[src/rtl/mem_stage.sv]
// Memory-access stage: single-outstanding Wishbone-style loads/stores and the MEM/WB register.
// Optional bus-ack watchdog is enabled by defining MEM_BUS_TIMEOUT_EN.
package mem_pkg;
  typedef enum logic [1:0] {
    W_BYTE = 2'b00,
    W_HALF = 2'b01,
    W_WORD = 2'b10
  } mem_width_t;

  typedef struct packed {
    logic        valid;
    logic [31:0] alu_result;
    logic [31:0] rs2_data;
    logic [4:0]  rd;
    logic        reg_write;
    logic        mem_read;
    logic        mem_write;
    mem_width_t  mem_width;
    logic        mem_unsigned;
  } ex_mem_reg_t;

  typedef struct packed {
    logic [31:0] wb_data;
    logic [4:0]  rd;
    logic        reg_write;
    logic        valid;
  } mem_wb_reg_t;
endpackage

module mem_stage
  import mem_pkg::*;
#(
  parameter int TIMEOUT_CYCLES = 255,
  parameter int CNT_W          = 8
) (
  input  logic        clk,
  input  logic        rst_n,
  input  logic        flush,
  input  ex_mem_reg_t ex_mem_reg,
  output mem_wb_reg_t mem_wb_reg,
  output logic        mem_stall,
  output logic        bus_cyc_o,
  output logic        bus_stb_o,
  output logic        bus_we_o,
  output logic [31:0] bus_adr_o,
  output logic [3:0]  bus_sel_o,
  output logic [31:0] bus_dat_o,
  input  logic [31:0] bus_dat_i,
  input  logic        bus_ack_i,
  output logic        mem_misaligned_o,
  output logic        mem_misaligned_store_o,
  output logic [31:0] mem_bad_addr_o,
  output logic        mem_bus_err_o
);

  if ((2 ** CNT_W) <= TIMEOUT_CYCLES) begin : g_bad_cnt_w
    $error("CNT_W too narrow for TIMEOUT_CYCLES");
  end

  typedef enum logic {S_IDLE, S_ACCESS} state_t;

  state_t      state, state_next;
  logic        flush_q;
  logic        timeout;
  logic [31:0] addr;
  logic        is_mem, access, misaligned;
  logic [3:0]  store_sel;
  logic [31:0] store_dat, load_data;
  logic [7:0]  lane_byte;
  logic [15:0] lane_half;

  assign addr       = ex_mem_reg.alu_result;
  assign is_mem     = ex_mem_reg.mem_read | ex_mem_reg.mem_write;
  assign access     = ex_mem_reg.valid & is_mem & ~flush;
  assign misaligned = ((ex_mem_reg.mem_width == W_HALF) & addr[0]) |
                      ((ex_mem_reg.mem_width == W_WORD) & (addr[1:0] != 2'b00));

  assign mem_misaligned_o       = (state == S_IDLE) & access & misaligned;
  assign mem_misaligned_store_o = mem_misaligned_o & ex_mem_reg.mem_write;
  assign mem_bad_addr_o         = mem_misaligned_o ? addr : 32'h0;

  assign lane_byte = bus_dat_i[{addr[1:0], 3'b000} +: 8];
  assign lane_half = addr[1] ? bus_dat_i[31:16] : bus_dat_i[15:0];

  // Store lane steering and load extraction share the same width decode.
  always_comb begin
    // NOTE: every combinational output gets a default first so no path infers a latch.
    store_sel = 4'hF;
    store_dat = ex_mem_reg.rs2_data;
    load_data = bus_dat_i;
    case (ex_mem_reg.mem_width)
      W_BYTE: begin
        store_sel = 4'b0001 << addr[1:0];
        store_dat = {4{ex_mem_reg.rs2_data[7:0]}};
        load_data = {{24{~ex_mem_reg.mem_unsigned & lane_byte[7]}}, lane_byte};
      end
      W_HALF: begin
        store_sel = addr[1] ? 4'b1100 : 4'b0011;
        store_dat = {2{ex_mem_reg.rs2_data[15:0]}};
        load_data = {{16{~ex_mem_reg.mem_unsigned & lane_half[15]}}, lane_half};
      end
      default: ;
    endcase
  end

  always_comb begin
    state_next = state;
    mem_stall  = 1'b0;
    case (state)
      S_IDLE: begin
        if (access && !misaligned) begin
          mem_stall  = 1'b1;
          state_next = S_ACCESS;
        end
      end
      S_ACCESS: begin
        if (bus_ack_i || timeout) state_next = S_IDLE;
        else                      mem_stall  = 1'b1;
      end
      default: state_next = S_IDLE;
    endcase
  end

  always_ff @(posedge clk or negedge rst_n) begin
    if (!rst_n) begin
      state      <= S_IDLE;
      flush_q    <= 1'b0;
      bus_cyc_o  <= 1'b0;
      bus_stb_o  <= 1'b0;
      bus_we_o   <= 1'b0;
      bus_adr_o  <= 32'h0;
      bus_sel_o  <= 4'h0;
      bus_dat_o  <= 32'h0;
      mem_wb_reg <= '0;
    end else begin
      // NOTE: sequential state uses non-blocking assignments so every register samples pre-edge values.
      state      <= state_next;
      mem_wb_reg <= '0;
      case (state)
        S_IDLE: begin
          flush_q <= 1'b0;
          if (access && !misaligned) begin
            bus_cyc_o <= 1'b1;
            bus_stb_o <= 1'b1;
            bus_we_o  <= ex_mem_reg.mem_write;
            bus_adr_o <= {addr[31:2], 2'b00};
            bus_sel_o <= ex_mem_reg.mem_write ? store_sel : 4'h0;
            bus_dat_o <= store_dat;
          end else if (ex_mem_reg.valid && !flush && !is_mem) begin
            mem_wb_reg <= '{wb_data: addr, rd: ex_mem_reg.rd,
                            reg_write: ex_mem_reg.reg_write, valid: 1'b1};
          end
        end
        S_ACCESS: begin
          if (flush) flush_q <= 1'b1;
          if (bus_ack_i || timeout) begin
            bus_cyc_o <= 1'b0;
            bus_stb_o <= 1'b0;
            bus_we_o  <= 1'b0;
            bus_sel_o <= 4'h0;
          end
          // A flush seen at any point during the access turns the completion into a bubble.
          if (bus_ack_i && !flush_q && !flush) begin
            mem_wb_reg <= '{wb_data: ex_mem_reg.mem_read ? load_data : addr,
                            rd: ex_mem_reg.rd, reg_write: ex_mem_reg.reg_write,
                            valid: 1'b1};
          end
        end
        default: ;
      endcase
    end
  end

`ifdef MEM_BUS_TIMEOUT_EN
  logic [CNT_W-1:0] cnt;
  logic             bus_err_q;

  assign timeout       = (state == S_ACCESS) & ~bus_ack_i &
                         (cnt == CNT_W'(TIMEOUT_CYCLES - 1));
  assign mem_bus_err_o = bus_err_q;

  always_ff @(posedge clk or negedge rst_n) begin
    if (!rst_n) begin
      cnt       <= '0;
      bus_err_q <= 1'b0;
    end else begin
      bus_err_q <= timeout;
      if (state != S_ACCESS)  cnt <= '0;
      else if (!bus_ack_i)    cnt <= cnt + CNT_W'(1);
    end
  end
`else
  assign timeout       = 1'b0;
  assign mem_bus_err_o = 1'b0;
`endif

endmodule
[config.mk]
export PLATFORM = sky130hd
export DESIGN_NAME = mem_stage
export DESIGN_NICKNAME = d
export VERILOG_FILES = /design/src/rtl/mem_stage.sv
export SDC_FILE = /design/constraint.sdc
export NUM_CORES = 1
export LEC_CHECK = 0
export CORE_MARGIN = 2
export CORE_UTILIZATION = 45
export DETAILED_ROUTE_END_ITERATION = 6
export GPL_TIMING_DRIVEN = 0
export PLACE_DENSITY = 0.87
export SLEW_MARGIN = 20
export SYNTH_ARGS = -nofsm -noshare
export SYNTH_HDL_FRONTEND = slang
export SYNTH_SLANG_ARGS = --single-unit
[constraint.sdc]
create_clock -name clk -period 3.07 [get_ports clk]
set_clock_uncertainty 0.05 [all_clocks]
set_input_delay 0.4605 -clock clk [delete_from_list [all_inputs] [get_ports clk]]
set_output_delay 0.4605 -clock clk [all_outputs]
set_load 0.03 [all_outputs]
==> results.md <==
- Cells after Synth: 476
- Clk slew on worst S/H paths: 0.07 ns
- Syn_area_per_cell: 11.5 um^2
- Endpoints failing setup: 0
- Clock buffer depth: 2
- Fmax achieved: 333 MHz
- CP Capture Type: primary output
- Die height: 114 um
- Fin worst setup slack: 0.0708 ns
- Yosys top cell by area: dfrtp_1
- Clock root cell: clkbuf_16
- First-pass GRT wire length: 28,500 um
- Antenna Cells: 0
- Design area: 8450 um^2
- Input/output buffers: 250
- Clock buffer count from CTS: 9
- Remaining antenna violation count after routing: 0
- HPWL reported at the end of detailed placement: 14,700 um
- Yosys synthesis warning count: 0
- Cell variety after synth: 47
- Vias in the first global route: 5,209
- Share of cells above drive strength 1: 0.209
- Fillers: 899
- Synth area leaders: dfrtp_1, mux2_2, and2_1
- Final Instance Count excl. Fillers: 894
- Die X-Extent: 114 um
- CTS tree: done
- Run status: finished, final reports clean
- Placer Congestion: 0.962
- Share of the synthesized area in the top cell type: 0.499
- Worst path required time: 2.56 ns
- Register area share after synthesis: 0.499
- FF+latch count, synth: 109
- Place WS: -0.957 ns
- Power Dens Cells: 574 nW/um^2
- Routed WL: 18,900 um
- Core ar.: 12,000 um^2
- MaxCap Viol Count: 0
- DR iter-0 viols: 334
- Drt drc: 0
- Rows: 40
- Min-Delay Path Class: reg -> reg
- Register area: 2730 um^2
- Leak Pwr: 3.80 nW
- Area occupied by multi-input gates: 2520 um^2
- Largest net degree at the start of global routing: 67
- CP arrival: 2.49 ns
- Netlist Area Pre-Place: 5470 um^2
- CP max FO: 10
- First-pass detailed-route iteration total: 5
- Clock Latency Late Sink: 0.35 ns
- Final Hold Viols: 0
- Placed Instances: 876
- Total power: 4.85 mW
- Total grt overflow: 0
- Initial Util: 0.457
- Synth async-reset ratio: 1.00
- Fin. max-slew vios: 0
- Total number of vias: 5,068
- Max-slew headroom: 0.442
- Area growth from synthesis to layout: 54.5%
- Max FFs per register: 39
- Clock period minus worst slack: 3.00 ns
- Crit start category: input port
- Clk sinks: 109
- VDD IR max: 0.482 mV
- DR vias/cell: 5.67
- Initial antenna violation count: 0
- H-tree depth: 3
- Setup CP Type: in -> out
- Placement Cell Area: 8190 um^2
- Ys flop type: dfrtp_1
- Die Footprint: 13,100 um^2
- I/O pins: 258
- Unrepaired setup endpoints after global routing: no
- Net count reported at finish: 854
- Final worst path period share: 0.977
- Measured slew at the worst slew-check pin: 0.833 ns
- EDFF count, synth: 0
- GRT Util Overall: 0.288
- WL/cell: 21.2 um
cells by family after synthesis:
kind of cell,count (synthesis),share of synthesized area
other cells,1,0.000685
mux,97,0.199
buf+inv,53,0.0450
compound gates,107,0.144
flops,109,0.499
simple gates,109,0.112
synth_stat cells (2+ instances only):
library cell / count
buf_4: 7
a32oi_1: 6
o2bb2ai_1: 2
o211ai_1: 7
o21a_1: 2
nor2_1: 6
nand2b_1: 3
inv_1: 10
mux2_2: 86
buf_2: 11
a21o_1: 3
nor3_1: 10
o22a_1: 6
nor2b_1: 8
a31oi_1: 18
mux2i_1: 10
nand3b_1: 8
and2_1: 33
clkbuf_1: 18
nand2_1: 30
o21ai_0: 29
a221o_1: 17
a21oi_1: 3
a22oi_1: 7
dfrtp_1: 109
a32o_1: 2
buf_1: 5
layout make-up:
| cell class | instances | share of cell area |
|---|---|---|
| multi-input combinational | 316 | 0.298 |
| inverter | 11 | 0.00488 |
| timing repair buffer | 253 | 0.293 |
| tap | 147 | 0.0218 |
| clock buffer | 10 | 0.0283 |
| sequential | 109 | 0.323 |
| buffer | 42 | 0.0258 |
| clock inverter | 6 | 0.00562 |
placed cells by master, fill, tap and decap left out, types with 6 or more instances in the layout:
cell type / netlist / layout
o211ai_1: 7 / 7
a221o_1: 17 / 17
clkbuf_1: 18 / 16
mux2_2: 86 / 86
o22a_1: 6 / 6
inv_1: 10 / 10
clkbuf_16: 0 / 9
o21ai_0: 29 / 28
nand2_1: 30 / 30
dfrtp_1: 109 / 109
buf_4: 7 / 6
nand3b_1: 8 / 8
and2_1: 33 / 33
a22oi_1: 7 / 7
mux2i_1: 10 / 10
nor2b_1: 8 / 8
buf_2: 11 / 12
dlymetal6s2s_1: 0 / 11
clkdlybuf4s50_1: 0 / 213
clkbuf_2: 0 / 19
nor3_1: 10 / 10
a32oi_1: 6 / 6
a31oi_1: 18 / 18
what timing repair did:
| action | in CTS | in global routing |
|---|---|---|
| setup buffers | 1 | 0 |
| hold endpoints to repair | 24 | 0 |
| pin swaps | 1 | 1 |
| hold buffers | 1 | 0 |
| gates resized for setup | 34 | 53 |
| endpoints found under the setup margin | 35 | 31 |
path summary, 6_finish.rpt:
| kind | start | end | slack [ns] | depth (start not counted) |
|---|---|---|---|---|
| max | flush | mem_bad_addr_o[26] | 0.07 | 7 |
| min in group asynchronous | rst_n | bus_dat_o[13] | 0.55 | 2 |
| max reg2reg | state | mem_wb_reg[36] | 0.80 | 6 |
| min | bus_adr_o[24] | bus_adr_o[24] | 0.46 | 1 |
| min reg2reg | bus_adr_o[24] | bus_adr_o[24] | 0.46 | 1 |
| max in group asynchronous | rst_n | mem_wb_reg[0] | 1.74 | 3 |
critical path, stage by stage:
cell and delay, ns:
clkdlybuf4s50_1 0.49, nor3b_4 0.31, o21ai_4 0.17, nor2_4 0.26
clkbuf_2 0.28, and2_1 0.15, clkdlybuf4s15_1 0.36
stage by stage:
step                utilization  hold slack (ns)  setup TNS, ns
detailed placement        0.685            0.361         -19.87
CTS                       0.710            0.461              0
global route              0.707            0.474              0
global placement          0.683            0.425        -288.64
floorplan                     -            0.115              0
finish                    0.707            0.458              0
power by group:
part	switching [mW]	internal (mW)
logic	1.02	0.863
registers	0.147	1.70
clock network	0.545	0.580
total	1.71	3.15
layer usage:
layer  vias up  wire (um)  track usage  share of wire
met5         -          0            0              0
met4         0        597        0.124          0.032
met3        42       1800       0.0847          0.095
met2       278       9310        0.485           0.49
met1      2488       7220        0.344           0.38
li1       2260          -            -              -
(Power assumes the default switching activity.)
